## src/rtl/hpc2_share_feeder_pkg.sv

```systemverilog
// Shared definitions for the HPC2 share feeder: FSM states, PRNG constants
// and the xorshift64 step function.
package hpc2_share_feeder_pkg;

   typedef enum logic [1:0] {
      ST_UNSEEDED = 2'd0,
      ST_WARM     = 2'd1,
      ST_RUN      = 2'd2
   } feeder_state_e;

   // An all-zero xorshift state is a fixed point, so a zero seed is replaced.
   localparam logic [63:0] ZERO_SEED_SUB = 64'h9E37_79B9_7F4A_7C15;

   localparam int XS_SHL_A = 13;
   localparam int XS_SHR_B = 7;
   localparam int XS_SHL_C = 17;

   localparam int DEFAULT_HPC2_LATENCY = 3;

   function automatic logic [63:0] xs64_next(input logic [63:0] x);
      logic [63:0] t;
      t = x ^ (x << XS_SHL_A);
      t = t ^ (t >> XS_SHR_B);
      t = t ^ (t << XS_SHL_C);
      return t;
   endfunction

endpackage

```

## src/rtl/hpc2_share_feeder_prng.sv

```systemverilog
// xorshift64 PRNG: state register with seed load (zero seed substituted)
// and per-cycle step. Exposes the low OUT_W state bits as the random bus.
module hpc2_prng_xs64
   import hpc2_share_feeder_pkg::*;
#(
   parameter logic [63:0] SEED  = 64'h0000_0000_0000_0001,
   parameter int          OUT_W = 56
) (
   input  logic             clk,
   input  logic             rst_n,
   input  logic             load,
   input  logic [63:0]      seed,
   input  logic             step,
   output logic [OUT_W-1:0] bus
);

   logic [63:0] state_q;
   logic [63:0] state_d;

   // Load wins over step; the state holds when neither is requested.
   always_comb begin
      state_d = state_q;
      if (load) begin
         state_d = (seed == 64'd0) ? ZERO_SEED_SUB : seed;
      end else if (step) begin
         state_d = xs64_next(state_q);
      end
   end

   // State register, reset to the build-time seed.
   always_ff @(posedge clk or negedge rst_n) begin
      if (!rst_n) begin
         state_q <= SEED;
      end else begin
         state_q <= state_d;
      end
   end

   assign bus = state_q[OUT_W-1:0];

endmodule

```

## src/rtl/hpc2_share_feeder.sv

```systemverilog
// Masking front-end for a 3-share HPC2 AND gadget: splits operands into
// Boolean shares, supplies fresh gadget randomness every RUN cycle, tracks
// issued operations through the gadget latency and recombines the result.
// Optional build macro HPC2_FEEDER_CHECK_EN adds a sticky result checker
// (err); without it err is tied low.
//
// state       | meaning
// ------------+-----------------------------------------------------------
// ST_UNSEEDED | after reset, PRNG held, no operands accepted
// ST_WARM     | PRNG stepping WARMUP times to discard post-seed outputs
// ST_RUN      | operands accepted, shares/randomness refreshed each cycle
module hpc2_share_feeder
   import hpc2_share_feeder_pkg::*;
#(
   parameter int          WIDTH        = 8,
   parameter logic [63:0] SEED         = 64'h0000_0000_0000_0001,
   parameter int          WARMUP       = 4,
   parameter int          HPC2_LATENCY = DEFAULT_HPC2_LATENCY
) (
   input  logic             clk,
   input  logic             rst_n,
   input  logic             seed_load,
   input  logic [63:0]      seed,
   input  logic             in_valid,
   output logic             in_ready,
   input  logic [WIDTH-1:0] a,
   input  logic [WIDTH-1:0] b,
   output logic [WIDTH-1:0] a0,
   output logic [WIDTH-1:0] a1,
   output logic [WIDTH-1:0] a2,
   output logic [WIDTH-1:0] b0,
   output logic [WIDTH-1:0] b1,
   output logic [WIDTH-1:0] b2,
   output logic [WIDTH-1:0] r01,
   output logic [WIDTH-1:0] r02,
   output logic [WIDTH-1:0] r12,
   output logic             share_valid,
   input  logic [WIDTH-1:0] c0,
   input  logic [WIDTH-1:0] c1,
   input  logic [WIDTH-1:0] c2,
   output logic             res_valid,
   output logic [WIDTH-1:0] res_data,
   output logic             err
);

   // Seven WIDTH-wide slices are taken from the 64-bit PRNG state.
   localparam int          BUS_W     = 7 * WIDTH;
   localparam logic [3:0]  WARM_LAST = (WARMUP == 0) ? 4'd0 : 4'(WARMUP - 1);

   feeder_state_e    state_q, state_d;
   logic [3:0]       warm_cnt_q, warm_cnt_d;
   logic             prng_load;
   logic             prng_step;
   logic [BUS_W-1:0] prng_bus;
   logic             fire;

   logic [WIDTH-1:0] a0_q, a1_q, a2_q, b0_q, b1_q, b2_q;
   logic [WIDTH-1:0] a0_d, a1_d, a2_d, b0_d, b1_d, b2_d;
   logic [WIDTH-1:0] r01_q, r02_q, r12_q;
   logic [WIDTH-1:0] r01_d, r02_d, r12_d;
   logic             share_valid_q, share_valid_d;
   logic [HPC2_LATENCY-1:0] dly_q, dly_d;

   logic [WIDTH-1:0] sl_a1, sl_a2, sl_b1, sl_b2, sl_r01, sl_r02, sl_r12;

   hpc2_prng_xs64 #(
      .SEED  (SEED),
      .OUT_W (BUS_W)
   ) u_prng (
      .clk   (clk),
      .rst_n (rst_n),
      .load  (prng_load),
      .seed  (seed),
      .step  (prng_step),
      .bus   (prng_bus)
   );

   assign sl_a1  = prng_bus[0*WIDTH +: WIDTH];
   assign sl_a2  = prng_bus[1*WIDTH +: WIDTH];
   assign sl_b1  = prng_bus[2*WIDTH +: WIDTH];
   assign sl_b2  = prng_bus[3*WIDTH +: WIDTH];
   assign sl_r01 = prng_bus[4*WIDTH +: WIDTH];
   assign sl_r02 = prng_bus[5*WIDTH +: WIDTH];
   assign sl_r12 = prng_bus[6*WIDTH +: WIDTH];

   // A reseed cycle never accepts an operand, so seed_load beats fire.
   assign in_ready = (state_q == ST_RUN) && !seed_load;
   assign fire     = in_valid && in_ready;

   // FSM next state, warm-up counting and PRNG load/step control.
   always_comb begin
      state_d    = state_q;
      warm_cnt_d = warm_cnt_q;
      prng_load  = 1'b0;
      prng_step  = 1'b0;
      case (state_q)
         ST_UNSEEDED: begin
         end
         ST_WARM: begin
            prng_step = 1'b1;
            if (warm_cnt_q == WARM_LAST) begin
               state_d = ST_RUN;
            end else begin
               warm_cnt_d = warm_cnt_q + 4'd1;
            end
         end
         ST_RUN: begin
            prng_step = 1'b1;
         end
         default: begin
            state_d = ST_UNSEEDED;
         end
      endcase
      if (seed_load) begin
         prng_load  = 1'b1;
         warm_cnt_d = 4'd0;
         state_d    = (WARMUP == 0) ? ST_RUN : ST_WARM;
      end
   end

   // Share and randomness refresh: every RUN cycle draws new PRNG slices;
   // an idle cycle puts a masked zero on the bus instead of a stale operand.
   always_comb begin
      a0_d  = a0_q;
      a1_d  = a1_q;
      a2_d  = a2_q;
      b0_d  = b0_q;
      b1_d  = b1_q;
      b2_d  = b2_q;
      r01_d = r01_q;
      r02_d = r02_q;
      r12_d = r12_q;
      if (state_q == ST_RUN) begin
         a1_d  = sl_a1;
         a2_d  = sl_a2;
         b1_d  = sl_b1;
         b2_d  = sl_b2;
         r01_d = sl_r01;
         r02_d = sl_r02;
         r12_d = sl_r12;
         a0_d  = (fire ? a : '0) ^ sl_a1 ^ sl_a2;
         b0_d  = (fire ? b : '0) ^ sl_b1 ^ sl_b2;
      end
   end

   // Issue strobe and its delay line matching the gadget latency.
   always_comb begin
      share_valid_d = fire;
      dly_d         = dly_q << 1;
      dly_d[0]      = share_valid_q;
   end

   // Control and datapath registers.
   always_ff @(posedge clk or negedge rst_n) begin
      if (!rst_n) begin
         state_q       <= ST_UNSEEDED;
         warm_cnt_q    <= 4'd0;
         a0_q          <= '0;
         a1_q          <= '0;
         a2_q          <= '0;
         b0_q          <= '0;
         b1_q          <= '0;
         b2_q          <= '0;
         r01_q         <= '0;
         r02_q         <= '0;
         r12_q         <= '0;
         share_valid_q <= 1'b0;
         dly_q         <= '0;
      end else begin
         state_q       <= state_d;
         warm_cnt_q    <= warm_cnt_d;
         a0_q          <= a0_d;
         a1_q          <= a1_d;
         a2_q          <= a2_d;
         b0_q          <= b0_d;
         b1_q          <= b1_d;
         b2_q          <= b2_d;
         r01_q         <= r01_d;
         r02_q         <= r02_d;
         r12_q         <= r12_d;
         share_valid_q <= share_valid_d;
         dly_q         <= dly_d;
      end
   end

   assign a0          = a0_q;
   assign a1          = a1_q;
   assign a2          = a2_q;
   assign b0          = b0_q;
   assign b1          = b1_q;
   assign b2          = b2_q;
   assign r01         = r01_q;
   assign r02         = r02_q;
   assign r12         = r12_q;
   assign share_valid = share_valid_q;
   assign res_valid   = dly_q[HPC2_LATENCY-1];
   assign res_data    = c0 ^ c1 ^ c2;

`ifdef HPC2_FEEDER_CHECK_EN
   // Stage 0 captures a&b at the fire edge, so stage HPC2_LATENCY lines up
   // with res_valid for the same operation.
   logic [WIDTH-1:0] exp_q [HPC2_LATENCY+1];
   logic [WIDTH-1:0] exp_d [HPC2_LATENCY+1];
   logic             err_q, err_d;

   // Expected-result pipeline and sticky mismatch flag.
   always_comb begin
      exp_d[0] = fire ? (a & b) : '0;
      for (int i = 1; i <= HPC2_LATENCY; i++) begin
         exp_d[i] = exp_q[i-1];
      end
      err_d = err_q | (res_valid && (res_data != exp_q[HPC2_LATENCY]));
   end

   // Checker registers.
   always_ff @(posedge clk or negedge rst_n) begin
      if (!rst_n) begin
         for (int i = 0; i <= HPC2_LATENCY; i++) begin
            exp_q[i] <= '0;
         end
         err_q <= 1'b0;
      end else begin
         for (int i = 0; i <= HPC2_LATENCY; i++) begin
            exp_q[i] <= exp_d[i];
         end
         err_q <= err_d;
      end
   end

   assign err = err_q;
`else
   assign err = 1'b0;
`endif

endmodule

```

## config.mk

```make
export PLATFORM = sky130hd
export DESIGN_NAME = hpc2_share_feeder
export DESIGN_NICKNAME = d
export VERILOG_FILES = /design/src/rtl/hpc2_share_feeder_pkg.sv /design/src/rtl/hpc2_share_feeder_prng.sv /design/src/rtl/hpc2_share_feeder.sv
export SDC_FILE = /design/constraint.sdc
export NUM_CORES = 1
export LEC_CHECK = 0
export ABC_CLOCK_PERIOD_IN_PS = 4620
export BUFFER_PORTS_ARGS = -buffer_cell sky130_fd_sc_hd__buf_2
export CAP_MARGIN = 15
export CELL_PAD_IN_SITES_DETAIL_PLACEMENT = 0
export CELL_PAD_IN_SITES_GLOBAL_PLACEMENT = 1
export CORE_ASPECT_RATIO = 1.25
export CORE_MARGIN = 3
export CORE_UTILIZATION = 49
export CTS_BUF_LIST = sky130_fd_sc_hd__clkbuf_8
export DETAILED_ROUTE_END_ITERATION = 8
export GPL_ROUTABILITY_DRIVEN = 1
export GPL_TIMING_DRIVEN = 0
export PLACE_DENSITY_LB_ADDON = 0.1
export SYNTH_ARGS = -nofsm -noshare
export SYNTH_HDL_FRONTEND = slang
export SYNTH_SLANG_ARGS = --single-unit
```

## constraint.sdc

```tcl
create_clock -name clk -period 4.62 [get_ports clk]
set_clock_uncertainty 0.05 [all_clocks]
set_input_delay 0.231 -clock clk [delete_from_list [all_inputs] [get_ports clk]]
set_output_delay 0.231 -clock clk [all_outputs]
set_load 0.005 [all_outputs]
```

==> impl_metrics.env, run 1 <==
export IMPL_critPathCaptureType="flop"
export IMPL_critPathMaxFanout=10
export IMPL_layout_commonest_cell="buf_2"
export IMPL_yosys_cell_types_count=48
export IMPL_synth_cell_area_um2=9090
export IMPL_ios=192
export IMPL_p_leak_uw=0.00549
export IMPL_numCtsBuffers=17
export IMPL_vias=6658
export IMPL_die_height_um=158
export IMPL_max_cap_viol_count=0
export IMPL_final_nets=1145
export IMPL_dieArea_um2=20200
export IMPL_root_buffer="clkbuf_8"
export IMPL_tns_ns=0
export IMPL_yosysSeqAreaShare=0.402
export IMPL_fmax_mhz=339
export IMPL_wirelength_mm=26.9
export IMPL_grt_pass1_wl_mm=39.9
export IMPL_vias_per_cell=5.22
export IMPL_synth_edf_count=0
export IMPL_area_delta_synth_final_pct=23.7
export IMPL_finalHoldWorstSlack_ns=0.0218
export IMPL_fin_total_pwr_uw=11100
export IMPL_drc=0
export IMPL_synth_area_per_cell_um2=11.7
export IMPL_io_buffers=189
export IMPL_rsz0062_at_grt="no"
export IMPL_drtIter0Drc=388
export IMPL_worstSetupStartpointType="input port"
export IMPL_yosys_warnings=0
export IMPL_slew_violations=0
export IMPL_grt_usage=0.269
export IMPL_dr_pass1_iters=5
export IMPL_min_path_type="input port to flop"
export IMPL_async_reset_ff_frac=1.00
export IMPL_top_layer="met5"
export IMPL_antenna_found_initial=1
export IMPL_initial_utilization=0.500
export IMPL_synth_flop_cell="dfrtp_1"
export IMPL_mappedNetlistNets=889
export IMPL_final_util=0.618
export IMPL_hold_viol=0
export IMPL_cts_tree="built"
export IMPL_antenna_left=0
export IMPL_critPathKind="input port to flop"
export IMPL_fp_row_count=55
export IMPL_core_area_um2=18200
export IMPL_ys_ff_latch=146
export IMPL_max_vdd_ir_drop_mv=0.503
export IMPL_post_route_period_util=0.638
export IMPL_grt_max_degree=77
export IMPL_hold_buffers=47
export IMPL_grt_pass1_vias=6486
export IMPL_gr_total_overflow=0
export IMPL_reg2reg_slack_ns=1.90
export IMPL_gp_congestion=0.902
export IMPL_diodes=0
export IMPL_layout_drive_gt1_share=0.355
export IMPL_die_x_um=128
export IMPL_clk_pin_slew_worst_paths_ns=0.08
export IMPL_layout_common_cells="buf_2 (230), dfrtp_1 (145), xnor2_1 (124)"
export IMPL_final_min_clock_period_ns=2.95
export IMPL_hpwl_mm=20.0
export IMPL_postCtsSetupBuffers=0
export IMPL_status="finished clean"
export IMPL_cp_required_ns=4.94
export IMPL_met1_length_mm=10.9
export IMPL_cts_buffer_depth=2
export IMPL_cp_arrival_ns=3.27
export IMPL_slew_headroom=0.339
export IMPL_p_per_area_nw_per_um2=986
export IMPL_wl_met2_mm=13.7
export IMPL_ctsResizeCount=0
export IMPL_cts_sinks=146
export IMPL_finalSetupViolations=0
export IMPL_clk_latency_ns=0.46
export IMPL_worst_slew_pin_transition_ns=0.983
export IMPL_syn_instance_count=778
export IMPL_htreeDepth=4
export IMPL_met3_length_mm=1.54
export IMPL_wl_per_cell_um=21.1
kinds of logic (layout without fill, tap and decap cells):
| family | Yosys count | after routing | synth area share |
|---|---|---|---|
| XOR/XNOR | 243 | 243 | 0.315 |
| flip-flops | 146 | 146 | 0.402 |
| AND/OR/NAND/NOR | 142 | 142 | 0.0700 |
| multiplexers | 91 | 91 | 0.113 |
| buffers and inverters | 83 | 352 | 0.0442 |
| AO/OA/AOI/OAI | 69 | 69 | 0.0521 |
| adder cells (fa/ha/maj) | 3 | 3 | 0.00413 |
| other | 1 | 1 | 0.000413 |
worst paths after layout:
kind                       cells past startpoint                    from                              to
setup reg to reg                              10  state_q[0]$_DFFE_PN0P_               a0[4]$_DFFE_PN0N_
setup / recovery                               9                 seed[1]  u_prng.state_q[35]$_DFFE_PN0P_
hold reg to reg                                0      dly_q[1]$_DFF_PN0_              dly_q[2]$_DFF_PN0_
min in group asynchronous                      2                   rst_n              dly_q[0]$_DFF_PN0_
max in group asynchronous                      3                   rst_n              r12[5]$_DFFE_PN0N_
hold / removal                                 2                seed[34]  u_prng.state_q[34]$_DFFE_PN0P_
power breakdown:
group | switching, uW | internal [uW] | leakage (uW)
clock network | 526 | 547 | 0.000217
logic | 3550 | 4280 | 0.00346
registers | 300 | 1880 | 0.00181
cells in the mapped netlist (3+ instances only):
cell      count  area [um^2]
buf_4         6         45.0
nand4_1       5         31.3
nor2b_1       6         37.5
nand2_1      45          169
xor3_1        4         95.1
mux2_2       89         1000
o22a_1       19          166
o21ai_0       6         30.0
xnor2_2       8          130
a21oi_1      18         90.1
dfrtp_1     145         3630
clkbuf_1     23         86.3
o21ai_1       8         40.0
ha_1          3         37.5
nor3_1        3         15.0
a31oi_1       3         18.8
buf_2        42          210
buf_1         4         15.0
or3_1         3         18.8
nor2_1       56          210
inv_1         4         15.0
xor2_1       63          552
o22ai_1       3         18.8
xnor2_1     124         1090
nor4_1       16          100
xnor3_1      42          946
sequential cells by signal, indices dropped and copies added (netlist names), 2 cells and up:
signal,cells
a0,8
a1,8
a2,8
b0,8
b1,8
b2,8
dly_q,3
r01,8
r02,8
r12,8
state_q,2
u_prng.state_q,64
warm_cnt_q,4
routing by layer:
metal,vias up,global-route usage
met5,-,0
met4,2,0.0991
met3,52,0.0459
met2,222,0.464
met1,3266,0.341
li1,3116,-
critical path, stage by stage:
cell	delay, ns
dlygate4sd3_1	0.53
buf_2	0.13
nor4_1	0.84
nand4_1	0.31
o41ai_2	0.41
buf_2	0.29
buf_4	0.27
nor2_1	0.07
a31oi_1	0.17
metrics by stage:
| step | instance area, um^2 | instances | setup slack [ns] |
|---|---|---|---|
| after global placement | 10300 | 1195 | 0.961 |
| final | 11200 | 1275 | 1.67 |
| after detailed placement | 10400 | 1196 | 1.80 |
| after global routing | 11200 | 1275 | 1.60 |
| after floorplan | 9090 | 778 | 2.49 |
| after CTS | 11200 | 1275 | 1.76 |
layout make-up:
type | count | area, um^2
clock buffer | 18 | 248
tap | 228 | 285
fill | 1558 | 6930
clock inverter | 14 | 166
inverter | 6 | 22.5
timing repair buffer | 237 | 1450
buffer | 77 | 379
multi-input combinational | 549 | 5030
sequential | 146 | 3650
(Power assumes the default switching activity.)
==> run 2: changes to the inputs <==
Settings changed: ABC_CLOCK_PERIOD_IN_PS 4620 to 3000, CORE_UTILIZATION 49 to 45.
Clock period 4.62 ns to 3 ns, I/O delays scaled along.
==> impl_metrics.env, run 2 (synthesized netlist as in run 1, its figures left out) <==
export IMPL_status="finished clean"
export IMPL_slew_violations=0
export IMPL_numCtsBuffers=17
export IMPL_drtIter0Drc=282
export IMPL_final_util=0.582
export IMPL_area_delta_synth_final_pct=25.7
export IMPL_holdPathStages=4
export IMPL_wirelength_mm=27.9
export IMPL_final_nets=1162
export IMPL_cpMaxStageDelayCell="clkbuf_1"
export IMPL_hold_viol=0
export IMPL_vias_per_cell=5.11
export IMPL_grt_pass1_vias=6959
export IMPL_critPathMaxFanout=10
export IMPL_crit_chain="inv_1 -> ha_1 -> clkbuf_1 -> nor2b_1 -> and2_1 -> buf_2 -> buf_2 -> nand2_1 -> xnor2_1 -> mux2_2"
export IMPL_core_area_um2=19600
export IMPL_cp_num_buf_inv=4
export IMPL_post_route_period_util=0.923
export IMPL_max_cap_viol_count=0
export IMPL_finalSetupViolations=0
export IMPL_antenna_left=0
export IMPL_tns_ns=0
export IMPL_grt_usage=0.255
export IMPL_grt_pass1_wl_mm=41.5
export IMPL_diodes=0
export IMPL_p_comb_frac=0.712
export IMPL_worstSetupStartpointType="flop"
export IMPL_hold_buffers=64
export IMPL_ios=192
export IMPL_max_vdd_ir_drop_mv=0.827
export IMPL_hold_start="a[7]"
export IMPL_die_x_um=133
export IMPL_layout_drive_gt1_share=0.352
export IMPL_cp_required_ns=3.31
export IMPL_fp_row_count=57
export IMPL_io_buffers=189
export IMPL_finalHoldWorstSlack_ns=0.0182
export IMPL_layout_commonest_cell="buf_2"
export IMPL_vias=6788
export IMPL_grt_max_degree=93
export IMPL_htreeDepth=4
export IMPL_cp_num_cells=10
export IMPL_dieArea_um2=21900
export IMPL_worstRegToRegCells=10
export IMPL_multiInputGateArea_um2=5030
export IMPL_final_min_clock_period_ns=2.77
export IMPL_worst_slew_pin_transition_ns=0.903
export IMPL_p_int_uw=10200
export IMPL_p_sw_uw=6920
export IMPL_fillers=1730
export IMPL_reg2reg_from="state_q[0]$_DFFE_PN0P_"
export IMPL_cpMostUsedCell="buf_2"
export IMPL_p_leak_uw=0.00553
export IMPL_cts_sinks=146
export IMPL_cts_buffer_depth=2
export IMPL_gp_congestion=0.892
export IMPL_top_register="u_prng.state_q"
export IMPL_cp_arrival_ns=3.08
export IMPL_hpwl_mm=20.4
export IMPL_clk_latency_ns=0.48
export IMPL_postCtsSetupBuffers=0
export IMPL_final_seq_area_um2=3650
export IMPL_rsz0062_at_grt="no"
export IMPL_dr_pass1_iters=4
export IMPL_pwr_share_clk=0.091
export IMPL_slowest_delay_ns=0.67
export IMPL_fmax_mhz=361
export IMPL_min_path_type="input port to flop"
export IMPL_switching_share=0.405
export IMPL_critPathKind="flop to flop"
export IMPL_p_per_area_nw_per_um2=1500
export IMPL_largest_reg_flops=64
export IMPL_layout_common_cells="buf_2 (230), dfrtp_1 (145), xnor2_1 (124)"
export IMPL_drc=0
export IMPL_ctsResizeCount=0
export IMPL_p_seq_frac=0.196
export IMPL_reg2reg_to="a0[1]$_DFFE_PN0N_"
export IMPL_clk_pin_slew_worst_paths_ns=0.09
export IMPL_crit_start="state_q[0]$_DFFE_PN0P_"
export IMPL_root_buffer="clkbuf_8"
export IMPL_critPathTopFamily="buffers and inverters"
export IMPL_gr_total_overflow=0
export IMPL_slew_headroom=0.398
export IMPL_fin_ws_ns=0.231
export IMPL_endpoint="a0[1]$_DFFE_PN0N_"
export IMPL_cts_tree="built"
export IMPL_critPathCaptureType="flop"
export IMPL_reg2reg_slack_ns=0.23
export IMPL_place_ws_ns=0.187
export IMPL_die_height_um=165
export IMPL_initial_utilization=0.463
export IMPL_wl_per_cell_um=21.0
export IMPL_antenna_found_initial=0
[run 2: cell count changes in the layout (fill, tap and decap cells not counted), sizes merged]
cell | before | now
bufinv | 3 | 1
clkinv | 6 | 4
clkinvlp | 1 | 3
clkbuf | 41 | 40
dlygate4sd3 | 47 | 64
inv | 10 | 13
[run 2: per-layer routing]
metal,vias up,routed length (um),track usage,part of all wire
met4,0,849,0.101,0.030
li1,3154,-,-,-
met1,3363,11700,0.321,0.42
met3,50,1230,0.0302,0.044
met5,-,0,0,0
met2,221,14100,0.452,0.51
[run 2: area by class of cell]
class                      count  share of cell area
tap                          265              0.0290
timing repair buffer         254               0.142
sequential                   146               0.320
clock inverter                15              0.0128
multi-input combinational    549               0.440
buffer                        77              0.0332
inverter                       6             0.00197
clock buffer                  17              0.0205
[run 2: power by group through the flow]
stage          registers (uW)  logic [uW]  clock network, uW
2_1_floorplan            3340        9630                  0
6_report                 3360       12200               1560
5_1_grt                  3460       13100               1670
4_1_cts                  3360       12200               1590
3_3_place_gp             3380       11900                  0
3_5_place_dp             3400       12000                  0
[run 2: worst min path at each step]
stage | end | slack [ns]
after global placement | dly_q[2]$_DFF_PN0_ | 0.29
after global routing | u_prng.state_q[47]$_DFFE_PN0P_ | 0.03
final | a0[7]$_DFFE_PN0N_ | 0.02
after CTS | u_prng.state_q[47]$_DFFE_PN0P_ | 0.002
after detailed placement | share_valid$_DFF_PN0_ | 0.1
after floorplan | a0[0]$_DFFE_PN0N_ | -0.20
[run 2: stage by stage]
stage / power [uW] / instance area [um^2] / cells
floorplan: 13000 / 9090 / 778
global placement: 15300 / 10400 / 1232
detailed placement: 15400 / 10400 / 1233
CTS: 17100 / 11400 / 1329
global route: 18200 / 11400 / 1329
finish: 17100 / 11400 / 1329
[run 2: tightest hold or removal path: stages]
cell	delay [ns]
buf_2	0.08
nand2_1	0.05
xnor2_1	0.11
mux2_2	0.13
==> run 3: changes to the inputs <==
Settings changed: CELL_PAD_IN_SITES_DETAIL_PLACEMENT 0 to default, CELL_PAD_IN_SITES_GLOBAL_PLACEMENT 1 to default, CORE_UTILIZATION 45 to 55, PLACE_DENSITY from default to 0.8, PLACE_DENSITY_LB_ADDON 0.1 to default.
==> impl_metrics.env, run 3 (synthesized netlist as in run 1, its figures left out) <==
export IMPL_dieArea_um2=18100
export IMPL_hold_start="a[6]"
export IMPL_grt_max_degree=77
export IMPL_post_route_period_util=0.942
export IMPL_slew_headroom=0.388
export IMPL_vias_per_cell=5.49
export IMPL_layout_drive_gt1_share=0.352
export IMPL_final_nets=1163
export IMPL_top_layer="met4"
export IMPL_root_buffer="clkbuf_8"
export IMPL_p_leak_uw=0.00555
export IMPL_area_delta_synth_final_pct=25.1
export IMPL_worstSetupStartpointType="flop"
export IMPL_postCtsSetupBuffers=0
export IMPL_p_per_area_nw_per_um2=1520
export IMPL_clk_pin_slew_worst_paths_ns=0.09
export IMPL_hpwl_mm=18.9
export IMPL_top_register="u_prng.state_q"
export IMPL_cts_sinks=146
export IMPL_vias=7017
export IMPL_finalHoldWorstSlack_ns=0.0332
export IMPL_fp_row_count=51
export IMPL_cp_arrival_ns=3.13
export IMPL_numCtsBuffers=17
export IMPL_worst_slew_pin_transition_ns=0.918
export IMPL_max_cap_viol_count=0
export IMPL_initial_utilization=0.572
export IMPL_hold_buffers=65
export IMPL_grt_pass1_vias=7161
export IMPL_ios=192
export IMPL_finalSetupViolations=0
export IMPL_critPathCaptureType="flop"
export IMPL_antenna_found_initial=0
export IMPL_final_min_clock_period_ns=2.83
export IMPL_crit_start="state_q[0]$_DFFE_PN0P_"
export IMPL_largest_reg_flops=64
export IMPL_p_int_uw=10300
export IMPL_gr_total_overflow=0
export IMPL_wl_per_cell_um=20.8
export IMPL_fmax_mhz=354
export IMPL_fillers=1133
export IMPL_slew_violations=0
export IMPL_placed_cells=1180
export IMPL_pwr_share_clk=0.090
export IMPL_hold_viol=0
export IMPL_htreeDepth=4
export IMPL_grt_usage=0.302
export IMPL_p_sw_uw=6970
export IMPL_antenna_left=0
export IMPL_wirelength_mm=26.5
export IMPL_met1_length_mm=9.98
export IMPL_fin_ws_ns=0.174
export IMPL_switching_share=0.404
export IMPL_rsz0062_at_grt="no"
export IMPL_layout_commonest_cell="buf_2"
export IMPL_grt_pass1_wl_mm=40.4
export IMPL_wl_met2_mm=13.0
export IMPL_drtIter0Drc=570
export IMPL_critPathKind="flop to flop"
export IMPL_max_vdd_ir_drop_mv=0.805
export IMPL_core_area_um2=15900
export IMPL_layout_common_cells="buf_2 (230), dfrtp_1 (145), xnor2_1 (124)"
export IMPL_die_x_um=121
export IMPL_min_path_type="input port to flop"
export IMPL_cts_tree="built"
export IMPL_final_util=0.715
export IMPL_final_cell_count_no_fill=1277
export IMPL_drc=0
export IMPL_ctsResizeCount=0
export IMPL_dr_pass1_iters=5
export IMPL_critPathMaxFanout=10
export IMPL_met3_length_mm=2.24
export IMPL_place_ws_ns=0.272
export IMPL_status="finished clean"
export IMPL_reg2reg_from="state_q[0]$_DFFE_PN0P_"
export IMPL_io_buffers=189
export IMPL_gp_congestion=0.975
export IMPL_cp_required_ns=3.31
export IMPL_p_comb_frac=0.716
export IMPL_p_seq_frac=0.195
export IMPL_diodes=0
export IMPL_cts_buffer_depth=2
export IMPL_die_height_um=150
export IMPL_clk_latency_ns=0.47
==> run 3: cell types whose count changed in the layout (fill, tap and decap cells not counted), sizes merged <==
| cell | delta |
|---|---|
| dlygate4sd3 | +1 |
| clkinvlp | -2 |
| clkbuf | +1 |
| bufinv | +1 |
| clkinv | +6 |
| inv | -6 |
==> run 3: metal layers <==
metal	up-vias	track usage
met4	0	0.154
met1	3369	0.372
li1	3145	-
met5	-	0
met3	97	0.0635
met2	406	0.502
==> run 3: cell type report <==
class	instances	area (um^2)	share of cell area
Tap cell	212	265	0.0233
Multi-Input combinational cell	549	5030	0.442
Inverter	6	22.5	0.00198
Buffer	77	379	0.0334
Timing Repair Buffer	255	1630	0.143
Clock inverter	14	138	0.0121
Clock buffer	18	248	0.0218
Sequential cell	146	3650	0.322
==> run 3: worst paths after layout <==
path	endpoint	slack (ns)	cells past startpoint
worst max-delay path	a0[2]$_DFFE_PN0N_	0.17	10
worst min-delay path	a0[6]$_DFFE_PN0N_	0.03	4
worst max register to register	a0[2]$_DFFE_PN0N_	0.17	10
worst min register to register	dly_q[2]$_DFF_PN0_	0.31	0
max in group asynchronous	u_prng.state_q[0]$_DFFE_PN1P_	1.89	3
min in group asynchronous	b1[7]$_DFFE_PN0N_	0.20	2
==> run 3: power groups by stage <==
| stage | sequential (uW) | clock (uW) | combinational, uW |
|---|---|---|---|
| floorplan | 3340 | 0 | 9630 |
| global placement | 3350 | 0 | 11800 |
| detailed placement | 3380 | 0 | 12000 |
| CTS | 3340 | 1560 | 12200 |
| global route | 3450 | 1640 | 13300 |
| finish | 3360 | 1550 | 12300 |
==> run 3: worst max-delay path, stage by stage (launching register included) <==
cell and delay, ns:
dfrtp_1 0.41, inv_1 0.09, ha_1 0.14, clkbuf_1 0.65
nor2b_1 0.24, and2_1 0.15, buf_2 0.20, buf_2 0.26
nand2_1 0.12, xnor2_1 0.15, mux2_2 0.27
==> run 3: metrics by stage <==
step                instance area (um^2)  setup TNS, ns  power (uW)
floorplan                           9090              0       13000
global placement                   10300         -67.29       15100
detailed placement                 10300              0       15400
CTS                                11400              0       17100
global route                       11400              0       18400
finish                             11400              0       17200
